==> src/rtl/qam64_symbol_packer_pkg.sv <==
// qam64_pkg: shared constants and types for the 64-QAM symbol packer.
//   - symbol/axis bit counts
//   - the eight Gray-coded amplitude levels
//   - axis code typedef and shift/count path state encoding
package qam64_pkg;

  localparam int QAM64_BITS_PER_SYM  = 6;
  localparam int QAM64_BITS_PER_AXIS = 3;

  // Amplitude levels on the odd-integer grid
  localparam int QAM64_LVL_M7 = -7;
  localparam int QAM64_LVL_M5 = -5;
  localparam int QAM64_LVL_M3 = -3;
  localparam int QAM64_LVL_M1 = -1;
  localparam int QAM64_LVL_P1 = 1;
  localparam int QAM64_LVL_P3 = 3;
  localparam int QAM64_LVL_P5 = 5;
  localparam int QAM64_LVL_P7 = 7;

  typedef logic [QAM64_BITS_PER_AXIS-1:0] qam64_axis_t;

  // FILL: accumulating bits. STALL: five bits held, output slot occupied.
  typedef enum logic {
    ST_FILL,
    ST_STALL
  } qam64_state_e;

endpackage

==> src/rtl/qam64_symbol_packer_if.sv <==
// qam64_symbol_packer_if: bit-input and symbol-output handshake bundle.
//   bit_in/bit_valid/bit_ready : serial payload bits, MSB-first per symbol
//   flush                      : drop any partially accumulated symbol
//   sym_i/sym_q/sym_valid/sym_ready : mapped constellation point handshake
//   sym_count                  : symbols handed off downstream (wraps)
// slave  = the packer; master = upstream bit source plus downstream sink.
interface qam64_symbol_packer_if #(
  parameter int IQ_W  = 4,
  parameter int CNT_W = 16
);
  logic                   bit_in;
  logic                   bit_valid;
  logic                   bit_ready;
  logic                   flush;
  logic signed [IQ_W-1:0] sym_i;
  logic signed [IQ_W-1:0] sym_q;
  logic                   sym_valid;
  logic                   sym_ready;
  logic [CNT_W-1:0]       sym_count;

  modport slave (
    input  bit_in, bit_valid, flush, sym_ready,
    output bit_ready, sym_i, sym_q, sym_valid, sym_count
  );

  modport master (
    output bit_in, bit_valid, flush, sym_ready,
    input  bit_ready, sym_i, sym_q, sym_valid, sym_count
  );
endinterface

==> src/rtl/qam64_symbol_packer_gray_map.sv <==
// qam64_gray_map: combinational 3-bit Gray code -> signed amplitude.
//   code_i  : axis code (3 bits)
//   level_o : signed two's-complement level, IQ_W bits (IQ_W >= 4)
module qam64_gray_map
  import qam64_pkg::*;
#(
  parameter int IQ_W = 4
) (
  input  qam64_axis_t             code_i,
  output logic signed [IQ_W-1:0]  level_o
);

  always_comb begin
    level_o = '0;
    case (code_i)
      3'b000:  level_o = IQ_W'(QAM64_LVL_M7);
      3'b001:  level_o = IQ_W'(QAM64_LVL_M5);
      3'b011:  level_o = IQ_W'(QAM64_LVL_M3);
      3'b010:  level_o = IQ_W'(QAM64_LVL_M1);
      3'b110:  level_o = IQ_W'(QAM64_LVL_P1);
      3'b111:  level_o = IQ_W'(QAM64_LVL_P3);
      3'b101:  level_o = IQ_W'(QAM64_LVL_P5);
      3'b100:  level_o = IQ_W'(QAM64_LVL_P7);
      default: level_o = '0;
    endcase
  end

endmodule

==> src/rtl/qam64_symbol_packer.sv <==
// qam64_symbol_packer: serial bits -> 64-QAM I/Q symbols.
//   data_clk : sole clock, rising edge
//   rst      : synchronous active-high reset
//   bus      : slave side of qam64_symbol_packer_if (bit input handshake,
//              flush, symbol output handshake, handed-off symbol count)
// Six accepted bits form one symbol; b5b4b3 select I, b2b1b0 select Q.
// The first five bits of a symbol may accumulate while the output is
// stalled; only the completing bit waits for a free output slot.
module qam64_symbol_packer
  import qam64_pkg::*;
#(
  parameter int IQ_W  = 4,
  parameter int CNT_W = 16
) (
  input  logic                  data_clk,
  input  logic                  rst,
  qam64_symbol_packer_if.slave  bus
);

  localparam logic [2:0] CNT_LAST = 3'(QAM64_BITS_PER_SYM - 1);

  // Only b5..b1 need storing: b0 is the completing bit, taken straight
  // from bit_in in the cycle the symbol is mapped.
  logic [QAM64_BITS_PER_SYM-2:0] shift_q, shift_d;
  logic [2:0]                    cnt_q, cnt_d;
  qam64_state_e                  state_q, state_d;
  logic                          sym_valid_q, sym_valid_d;
  logic signed [IQ_W-1:0]        sym_i_q, sym_i_d;
  logic signed [IQ_W-1:0]        sym_q_q, sym_q_d;
  logic [CNT_W-1:0]              sym_count_q, sym_count_d;

  logic                          bit_ready;
  logic                          accept;
  logic                          complete;
  logic                          handoff;
  logic [QAM64_BITS_PER_SYM-1:0] code;
  logic signed [IQ_W-1:0]        lvl_i, lvl_q;

  assign code = {shift_q, bus.bit_in};

  qam64_gray_map #(.IQ_W(IQ_W)) u_map_i (
    .code_i  (code[5:3]),
    .level_o (lvl_i)
  );

  qam64_gray_map #(.IQ_W(IQ_W)) u_map_q (
    .code_i  (code[2:0]),
    .level_o (lvl_q)
  );

  // Next-state and handshake logic
  always_comb begin
    shift_d     = shift_q;
    cnt_d       = cnt_q;
    sym_valid_d = sym_valid_q;
    sym_i_d     = sym_i_q;
    sym_q_d     = sym_q_q;
    sym_count_d = sym_count_q;

    // STALL is exactly (cnt==5 with the output occupied), so the refusal
    // of the completing bit reduces to this state plus sym_ready.
    bit_ready = ~rst & ~bus.flush & ((state_q == ST_FILL) | bus.sym_ready);
    accept    = bus.bit_valid & bit_ready;
    complete  = accept & (cnt_q == CNT_LAST);
    handoff   = sym_valid_q & bus.sym_ready;

    if (bus.flush) begin
      shift_d = '0;
      cnt_d   = '0;
    end else if (complete) begin
      shift_d = '0;
      cnt_d   = '0;
    end else if (accept) begin
      shift_d = {shift_q[QAM64_BITS_PER_SYM-3:0], bus.bit_in};
      cnt_d   = cnt_q + 3'd1;
    end

    // A load in the handoff cycle keeps valid high with the new data.
    if (complete) begin
      sym_valid_d = 1'b1;
      sym_i_d     = lvl_i;
      sym_q_d     = lvl_q;
    end else if (handoff) begin
      sym_valid_d = 1'b0;
    end

    if (handoff) begin
      sym_count_d = sym_count_q + 1'b1;
    end

    state_d = ((cnt_d == CNT_LAST) && sym_valid_d) ? ST_STALL : ST_FILL;
  end

  always_ff @(posedge data_clk) begin
    if (rst) begin
      state_q     <= ST_FILL;
      shift_q     <= '0;
      cnt_q       <= '0;
      sym_valid_q <= 1'b0;
      sym_i_q     <= '0;
      sym_q_q     <= '0;
      sym_count_q <= '0;
    end else begin
      state_q     <= state_d;
      shift_q     <= shift_d;
      cnt_q       <= cnt_d;
      sym_valid_q <= sym_valid_d;
      sym_i_q     <= sym_i_d;
      sym_q_q     <= sym_q_d;
      sym_count_q <= sym_count_d;
    end
  end

  assign bus.bit_ready = bit_ready;
  assign bus.sym_valid = sym_valid_q;
  assign bus.sym_i     = sym_i_q;
  assign bus.sym_q     = sym_q_q;
  assign bus.sym_count = sym_count_q;

endmodule

==> src/flat_wrapper.sv <==
// flat-port wrapper written by rule: the top's interface ports become plain ports
module qam64_symbol_packer_flat import qam64_pkg::*;
#(
  parameter int IQ_W  = 4,
  parameter int CNT_W = 16
)
  (data_clk, rst, bus_bit_in, bus_bit_valid, bus_flush, bus_sym_ready, bus_bit_ready, bus_sym_i, bus_sym_q, bus_sym_valid, bus_sym_count);
  qam64_symbol_packer_if #(.IQ_W(IQ_W), .CNT_W(CNT_W)) bus_i ();
  input  logic data_clk;
  input  logic rst;
  input wire logic [$bits(bus_i.bit_in)-1:0] bus_bit_in;
  input wire logic [$bits(bus_i.bit_valid)-1:0] bus_bit_valid;
  input wire logic [$bits(bus_i.flush)-1:0] bus_flush;
  input wire logic [$bits(bus_i.sym_ready)-1:0] bus_sym_ready;
  output wire logic [$bits(bus_i.bit_ready)-1:0] bus_bit_ready;
  output wire logic [$bits(bus_i.sym_i)-1:0] bus_sym_i;
  output wire logic [$bits(bus_i.sym_q)-1:0] bus_sym_q;
  output wire logic [$bits(bus_i.sym_valid)-1:0] bus_sym_valid;
  output wire logic [$bits(bus_i.sym_count)-1:0] bus_sym_count;
  assign bus_i.bit_in = bus_bit_in;
  assign bus_i.bit_valid = bus_bit_valid;
  assign bus_i.flush = bus_flush;
  assign bus_i.sym_ready = bus_sym_ready;
  assign bus_bit_ready = bus_i.bit_ready;
  assign bus_sym_i = bus_i.sym_i;
  assign bus_sym_q = bus_i.sym_q;
  assign bus_sym_valid = bus_i.sym_valid;
  assign bus_sym_count = bus_i.sym_count;
  qam64_symbol_packer #(.IQ_W(IQ_W), .CNT_W(CNT_W)) u_core (.data_clk(data_clk), .rst(rst), .bus(bus_i));
endmodule
==> config.mk <==
export PLATFORM = sky130hd
export DESIGN_NAME = qam64_symbol_packer_flat
export DESIGN_NICKNAME = d
export VERILOG_FILES = /design/src/rtl/qam64_symbol_packer_pkg.sv /design/src/rtl/qam64_symbol_packer_if.sv /design/src/rtl/qam64_symbol_packer_gray_map.sv /design/src/rtl/qam64_symbol_packer.sv /design/src/flat_wrapper.sv
export SDC_FILE = /design/constraint.sdc
export NUM_CORES = 1
export LEC_CHECK = 0
export CORE_MARGIN = 2
export CORE_UTILIZATION = 50
export CTS_CLUSTER_DIAMETER = 200
export DETAILED_ROUTE_END_ITERATION = 8
export PLACE_DENSITY = 0.83
export SLEW_MARGIN = 30
export SYNTH_ARGS = -nofsm -noshare
export SYNTH_HDL_FRONTEND = slang
export SYNTH_HIERARCHICAL = 1
export SYNTH_SLANG_ARGS = --single-unit
==> constraint.sdc <==
create_clock -name data_clk -period 2.25 [get_ports data_clk]
set_clock_uncertainty 0.05 [all_clocks]
set_input_delay 0.45 -clock data_clk [delete_from_list [all_inputs] [get_ports data_clk]]
set_output_delay 0.45 -clock data_clk [all_outputs]
set_load 0.05 [all_outputs]
== Word-level counts from Yosys, hierarchy flattened ==
Memories as Yosys holds them, arrays and structs flattened. A register that Yosys moved wholly into a read port is not among the register bits.
Index checks and enable logic that the tools add are counted.
W data, S select, Z words.
Cells by class
  add/sub/neg operators: 2
  multiply operators: 0
  div/mod/pow operators: 0
  magnitude comparators: 0
  equality and inequality tests: 2
  shift operators: 0
  mux-type cells: 6
  bitwise gates (word level): 9
  reduce and logical (&&, ||, !) cells: 2
Operator list (number)
  $add A16 B1 Y16 const B: 1
  $mux W3: 3
  $eq A3 B3 Y1 const B: 2
  $and A1 B1 Y1: 5
  $add A3 B1 Y3 const B: 1
  $mux W1: 3
  $not A1 Y1: 3
  $reduce_or A3 Y1: 1
  $logic_and A1 B1 Y1: 1
  $or A1 B1 Y1: 1
Storage, ports and cells
  bits in registers: 34
  latch bits: 0
  RAM bits: 0
  memory bits (read-only): 48
  input port bits: 6
  output and inout port bits: 26
  logic and storage cells: 30
  memories: 2
Memory list
  (name not given): words 8, width 3, read ports 1, clocked after memory_dff 1, write ports 0, RTL line qam64_symbol_packer_gray_map.sv:15  | case (code_i)
  (name not given): words 8, width 3, read ports 1, clocked after memory_dff 1, write ports 0, RTL line qam64_symbol_packer_gray_map.sv:15

== Logic depth before layout (Yosys ltp) ==
Gate-level depths: netlist of run 1.
  depth in word-level cells: 10
  depth in mapped cells: 7

== By module ==
Netlist of run 1, hierarchy kept.
By module, submodules not included
  qam64_symbol_packer: times used 1, cells an instance 169, area each 1462.7 um^2, sequential area each 680.7 um^2
  qam64_gray_map: times used 2, cells an instance 5, area each 47.5 um^2, sequential area each 0.0 um^2

== Worst setup path before layout of run 1 ==
OpenSTA, ideal clock, no wires.
  path kind: reg2reg
  start point: register u_core.sym_count_q[7] (netlist: u_core/bus.sym_count[7])
  end point: register u_core.sym_count_q[15] (netlist: u_core/bus.sym_count[15])
  setup time: 0.121 ns
  arrival time: 1.960 ns
  required time: 2.079 ns
  path slack: 0.119 ns
  cell stages (with the launch flop): 5
  path buffers: 0
  clock period less this slack: 2.131 ns
  cells stage by stage: dfxtp_1 -> nand4_2 -> or3_4 -> nor4_1 -> mux2_2
On the way
  word-level cells in the longest chain between the ends: 1
RTL lines
  start: declaration: RTL line qam64_symbol_packer.sv:30  | logic [CNT_W-1:0] sym_count_q, sym_count_d;
  start signal: assignment: RTL line qam64_symbol_packer.sv:110  | sym_count_q <= sym_count_d;
  $add A16 B1 Y16: RTL line qam64_symbol_packer.sv:88  | sym_count_d = sym_count_q + 1'b1;
No other way between the ends.
A chain may end at the register's enable or synchronous reset.

== Final worst setup path of run 1 ==
  start point: register u_core.sym_count_q[0] (netlist: u_core/bus.sym_count[0])
  end point: output bus_sym_count[0]
RTL lines
  end: declaration: RTL line flat_wrapper.sv:19  | output wire logic [$bits(bus_i.sym_count)-1:0] bus_sym_count;
No word-level cell between the ends.

==> run summary, run 1 <==
Die W: 59.8 um
Worst endpoint required time: 1.75 ns
Slowest stage delay, CP: 0.85 ns
Startpoint Class: flip-flop
Hold Vio Cnt, Final: 0
Hold Crit Class: reg2reg
Worst setup EP type: primary output
Distinct cell type count after synthesis: 34
Post-CTS Setup Repair Bufs: 0
Status: completed
Core area: 3000 um2
Hold_buf cts: 0
R2R depth: 4
Placer Congestion: 0.908
I/O Buffers: 31
Number of synthesized register bits: 34
Post-synthesis xor/xnor area fraction: 10.9%
Vias in the first global route: 1204
DIE AREA: 3580 um2
Clk root buf: clkbuf_4
Finished Cell Area: 1950 um2
Max_cap viols: 0
Total number of vias: 1308
Die Ht: 59.8 um
Synth area leader: dfxtp_1
WP depth: 1
Post-Synth Adder-Cell Area: 2.41%
I/O pin cnt: 32
Final setup violation count: 0
Peak Freq: 0.469 GHz
Syn nets: 188
WL per Instance: 12.3 um
Via density: 5.34
Placed cell area: 1910 um2
Post-synthesis compound-gate area fraction: 5.46%
RSZ-0062 raised after global routing: no
Row Count: 20
Final nets: 221
Avg Synthesized Cell Area: 8.70 um2
Reg clk slew, reported paths: 0.10 ns
Post-detail-place hpwl: 2.20 mm
Critical Path Source: u_core/bus.sym_count[0]
Pins over their slew limit: 0
All-Layer GR Usage: 18.6%
Iteration-0 DRC Markers: 58
Pre-Repair DR Iteration Count: 4
Total negative slack: 0 ns
Setup WS post-layout: 0.117 ns
Antenna violations before repair: 0
Total gr overflow: 0
Pre-CTS setup slack: 0.200 ns
Clock Sink Count: 34
Number of remaining DRC errors: 0
PwrDens: 486 nW/um2
Rel. slew slack: 65.7%
Seq/Total Area, Yosys: 43.7%
Global-route wire length before repair: 5.02 mm
Worst reg-to-reg setup slack: 0.37 ns
Slowest-stage cell, CP: clkdlybuf4s50_1
Delay-heaviest family, CP: buffers and inverters
Synth warnings: 6
Largest net degree at the start of global routing: 29
WS Path Type: reg2out
Mapped cell area: 1560 um2
Commonest non-fill, non-tap cell in the layout: dfxtp_1
Final min period: 2.13 ns
Number of CTS-inserted buffers: 5
Initial Util: 51.9%
Synth top area share: 43.7%
Worst-path fanout max: 6
Drt total wl: 3.01 mm
Mapped Cells: 179
Clk Latency, worst-skew pair: 0.33 ns
Layout cells sized above 1: 7.08%
Crit path buf inv count: 1
Most frequent cells in the layout: dfxtp_1, clkdlybuf4s50_1, nor2_1, nand2_1, a21oi_1
Synth top area cells: dfxtp_1, nor2_1, mux2i_1
Post-synthesis mux area share: 6.59%
Crit path capture: bus_sym_count[0]
Post-CTS Resized: 0
Largest family of logic cells by synthesized area: simple AND/OR/NAND/NOR gates
Measured slew at the worst slew-check pin: 0.513 ns
Pleak: 0.725 nW
Critical path cell sequence: clkdlybuf4s50_1
CP Data Arrival Time: 1.63 ns
H-tree Lvls: 2
Reg2Reg Launch Point: u_core/bus.sym_count[6]
Post-synthesis simple-gate area fraction: 25.8%
CTS tree: done
Max Buffers Root-to-Sink: 2
ANT nets after route: 0
Worst vdd ir: 0.329 mV
Tcrit/Tclk final: 94.8%
R2r endpoint: u_core/bus.sym_count[15]
Synth-to-Final Area Change: 25.3%
N_diodes: 0
cells in the mapped netlist (all sizes together):
master	number
xnor2	9
xor3	2
o21ai	1
or2	1
conb	2
or3	2
nor4	3
or4b	1
nand2	17
a21oi	11
and3	1
and2	3
xor2	5
a211oi	1
clkbuf	5
o2111ai	1
o41ai	1
dfxtp	34
nor3b	1
nor2	26
buf	4
nor3	6
inv	8
nor2b	2
nand2b	2
ha	3
mux2	2
nand4	7
mux2i	8
nand3	10
power by group:
| part | internal [mW] | switching (mW) | total (mW) | leakage [nW] |
|---|---|---|---|---|
| logic | 0.0188 | 0.0239 | 0.0427 | 0.425 |
| registers | 0.602 | 0.000889 | 0.603 | 0.274 |
| clock network | 0.118 | 0.185 | 0.303 | 0.0254 |
| total | 0.738 | 0.210 | 0.948 | 0.725 |
sequential cells by signal, indices dropped and copies added (netlist names):
name	count
u_core/state_q	1
u_core/bus.sym_i	4
u_core/shift_q	5
u_core/cnt_q	3
u_core/bus.sym_valid	1
u_core/bus.sym_count	16
u_core/bus.sym_q	4
per-layer routing:
metal  wire, um  part of all wire (%)  track usage, %  up-vias
met5          0                     0               0        -
met4         53                   1.8            8.89        0
met2       1500                    50            30.3       41
li1           -                     -               -      662
met1       1260                    42            21.7      596
met3        200                   6.6            6.49        9
final cells by class:
type / instances / area (um2)
inverter: 8 / 30.0
sequential: 34 / 681
timing repair buffer: 35 / 350
clock buffer: 7 / 45.0
multi-input combinational: 128 / 805
tap: 33 / 41.3
fill: 262 / 1050
how the worst min path moves through the flow:
stage	cells past startpoint	slack, ns	startpoint	to
after global placement	2	0.41	u_core/cnt_q[1]	u_core/cnt_q[1]
final	2	0.43	u_core/cnt_q[1]	u_core/cnt_q[1]
after CTS	2	0.44	u_core/cnt_q[1]	u_core/cnt_q[1]
after global routing	2	0.48	u_core/cnt_q[1]	u_core/cnt_q[1]
after floorplan	2	0.40	u_core/cnt_q[1]	u_core/cnt_q[1]
after detailed placement	2	0.42	u_core/cnt_q[1]	u_core/cnt_q[1]
logic make-up after synthesis:
| family | count (synthesis) |
|---|---|
| mux | 10 |
| other cells | 2 |
| xor+xnor | 16 |
| buf+inv | 17 |
| simple gates | 82 |
| compound gates | 15 |
| fa+ha+maj | 3 |
| flops | 34 |
tightest hold or removal path: stages (launching register included):
cell     delay, ns
dfxtp_1       0.34
nand2_1       0.06
a21oi_1       0.05
stage by stage:
step           std cells  power (mW)  hold WS (ns)  utilization (%)
3_3_place_gp         238       0.658         0.411             63.5
4_1_cts              245       0.965         0.438             65.0
6_report             245       0.948         0.433             65.0
5_1_grt              245       0.993         0.477             65.0
2_1_floorplan        179       0.642         0.399                -
3_5_place_dp         238       0.660         0.425             63.5
Power figures use the tool's default switching activity.
==> run 2, diff against run 1 <==
- CORE_MARGIN: 2 -> not set
- CORE_UTILIZATION: 50 -> 30
- PLACE_DENSITY: 0.83 -> 0.57
==> run summary, run 2 (synthesis gave the netlist of run 1 again) <==
Tcrit/Tclk final: 92.3% (-2.5 points)
Layout cells sized above 1: 8.41% (+1.3 points)
Post-CTS Setup Repair Bufs: 0 (unchanged)
Antenna violations before repair: 0 (unchanged)
Fillers: 512 (+95%)
Pre-Repair DR Iteration Count: 4 (unchanged)
Top routing layer in use: met4
Pins over their slew limit: 0 (unchanged)
Number of remaining DRC errors: 0 (unchanged)
Pleak: 0.753 nW (+3.9%)
Setup WS post-layout: 0.172 ns (+0.0552 ns)
Status: completed
Slowest stage delay, CP: 0.84 ns (about the same)
Max Buffers Root-to-Sink: 2 (unchanged)
Drt total wl: 3.16 mm (+4.9%)
Total negative slack: 0 ns (unchanged)
Total gr overflow: 0 (unchanged)
Placer Congestion: 0.709 (-22%)
Worst setup EP type: primary output
Largest net degree at the start of global routing: 29 (unchanged)
Delay-heaviest family, CP: buffers and inverters
Global-route wire length before repair: 5.37 mm (+7.0%)
Hold Crit Class: reg2reg
Total number of vias: 1264 (-3.4%)
All-Layer GR Usage: 13.0% (-5.6 points)
Peak Freq: 0.481 GHz (+2.7%)
Rel. slew slack: 66.1% (+0.39 points)
WL met3: 164 um (-18%)
Vias in the first global route: 1187 (-1.4%)
Die W: 74.1 um (+24%)
Startpoint Class: flip-flop
Hold Vio Cnt, Final: 0 (unchanged)
Crit path buf inv count: 1 (unchanged)
Worst vdd ir: 0.261 mV (-21%)
Worst-path fanout max: 6 (unchanged)
I/O pin cnt: 32 (unchanged)
Commonest non-fill, non-tap cell in the layout: dfxtp_1
RSZ-0062 raised after global routing: no
Slowest-stage cell, CP: clkdlybuf4s50_1
Seq. cell area: 681 um2 (unchanged)
PwrDens: 546 nW/um2 (+13%)
Post-detail-place hpwl: 2.22 mm (+0.86%)
H-tree Lvls: 2 (unchanged)
Via density: 4.50 (-16%)
Pre-CTS setup slack: 0.0817 ns (-0.119 ns)
Row Count: 25 (+25%)
Metal1 wirelength: 1.54 mm (+22%)
Initial Util: 32.1% (-20 points)
Max reg flops: 16 (unchanged)
Number of CTS-inserted buffers: 5 (unchanged)
Die Ht: 74.1 um (+24%)
CTS tree: done
Final nets: 222 (+0.45%)
Post-CTS Resized: 0 (unchanged)
Most frequent cells in the layout: dfxtp_1, clkdlybuf4s50_1, nor2_1, nand2_1, a21oi_1
WL per Instance: 11.3 um (-8.5%)
Clk Latency, worst-skew pair: 0.28 ns (-0.05 ns)
Iteration-0 DRC Markers: 117 (+100%)
Met2 WL: 1.41 mm (-5.7%)
Final setup violation count: 0 (unchanged)
Max_cap viols: 0 (unchanged)
N_diodes: 0 (unchanged)
Final min period: 2.08 ns (-0.0552 ns)
Synth-to-Final Area Change: 31.5%
Worst endpoint required time: 1.75 ns (about the same)
Reg clk slew, reported paths: 0.07 ns (-0.03 ns)
ANT nets after route: 0 (unchanged)
Measured slew at the worst slew-check pin: 0.507 ns (-0.00581 ns)
Clk root buf: clkbuf_8
Critical path cell sequence: clkdlybuf4s50_1
Clock Sink Count: 34 (unchanged)
I/O Buffers: 31 (unchanged)
Hold_buf cts: 0 (unchanged)
DIE AREA: 5480 um2 (+53%)
Core area: 4850 um2 (+61%)
CP Data Arrival Time: 1.58 ns (-0.05 ns)
Hold WS: 0.429 ns (-0.00420 ns)
Area occupied by multi-input gates: 805 um2 (unchanged)
WS Path Type: reg2out
[run 2: power breakdown]
part,internal (mW),total [mW],switching (mW)
Clock,0.247,0.472,0.225
Combinational,0.0197,0.0444,0.0248
Sequential,0.602,0.603,0.000909
[run 2: per-layer routing]
layer	vias up	global-route usage [%]
met4	0	4.49
met3	5	5.28
met1	566	16.4
met2	29	20.2
met5	-	0
li1	664	-
[run 2: final cells by class]
cell class              instances  share of cell area [%]
multi-input cells             128                    39.3
flip-flops and latches         34                    33.2
repair buffers                 36                    17.5
clock buffers                   7                    4.22
well taps                      67                    4.09
inverters                       8                    1.47
clock inverters                 1                   0.244
[run 2: path summary, 6_finish.rpt]
check	to	slack (ns)	cells after the start	startpoint
max	bus_sym_count[6]	0.17	1	u_core/bus.sym_count[6]
min	u_core/cnt_q[1]	0.43	2	u_core/cnt_q[1]
max reg2reg	u_core/bus.sym_count[15]	0.37	4	u_core/bus.sym_count[6]
min reg2reg	u_core/cnt_q[1]	0.43	2	u_core/cnt_q[1]
[run 2: through the flow]
step / cell area (um2) / cells / utilization [%] / total power [mW]
finish: 2050 / 281 / 42.2 / 1.12
global route: 2050 / 281 / 42.2 / 1.17
CTS: 2050 / 281 / 42.2 / 1.14
detailed placement: 1960 / 273 / 40.4 / 0.662
global placement: 1960 / 273 / 40.4 / 0.662
floorplan: 1560 / 179 / - / 0.642
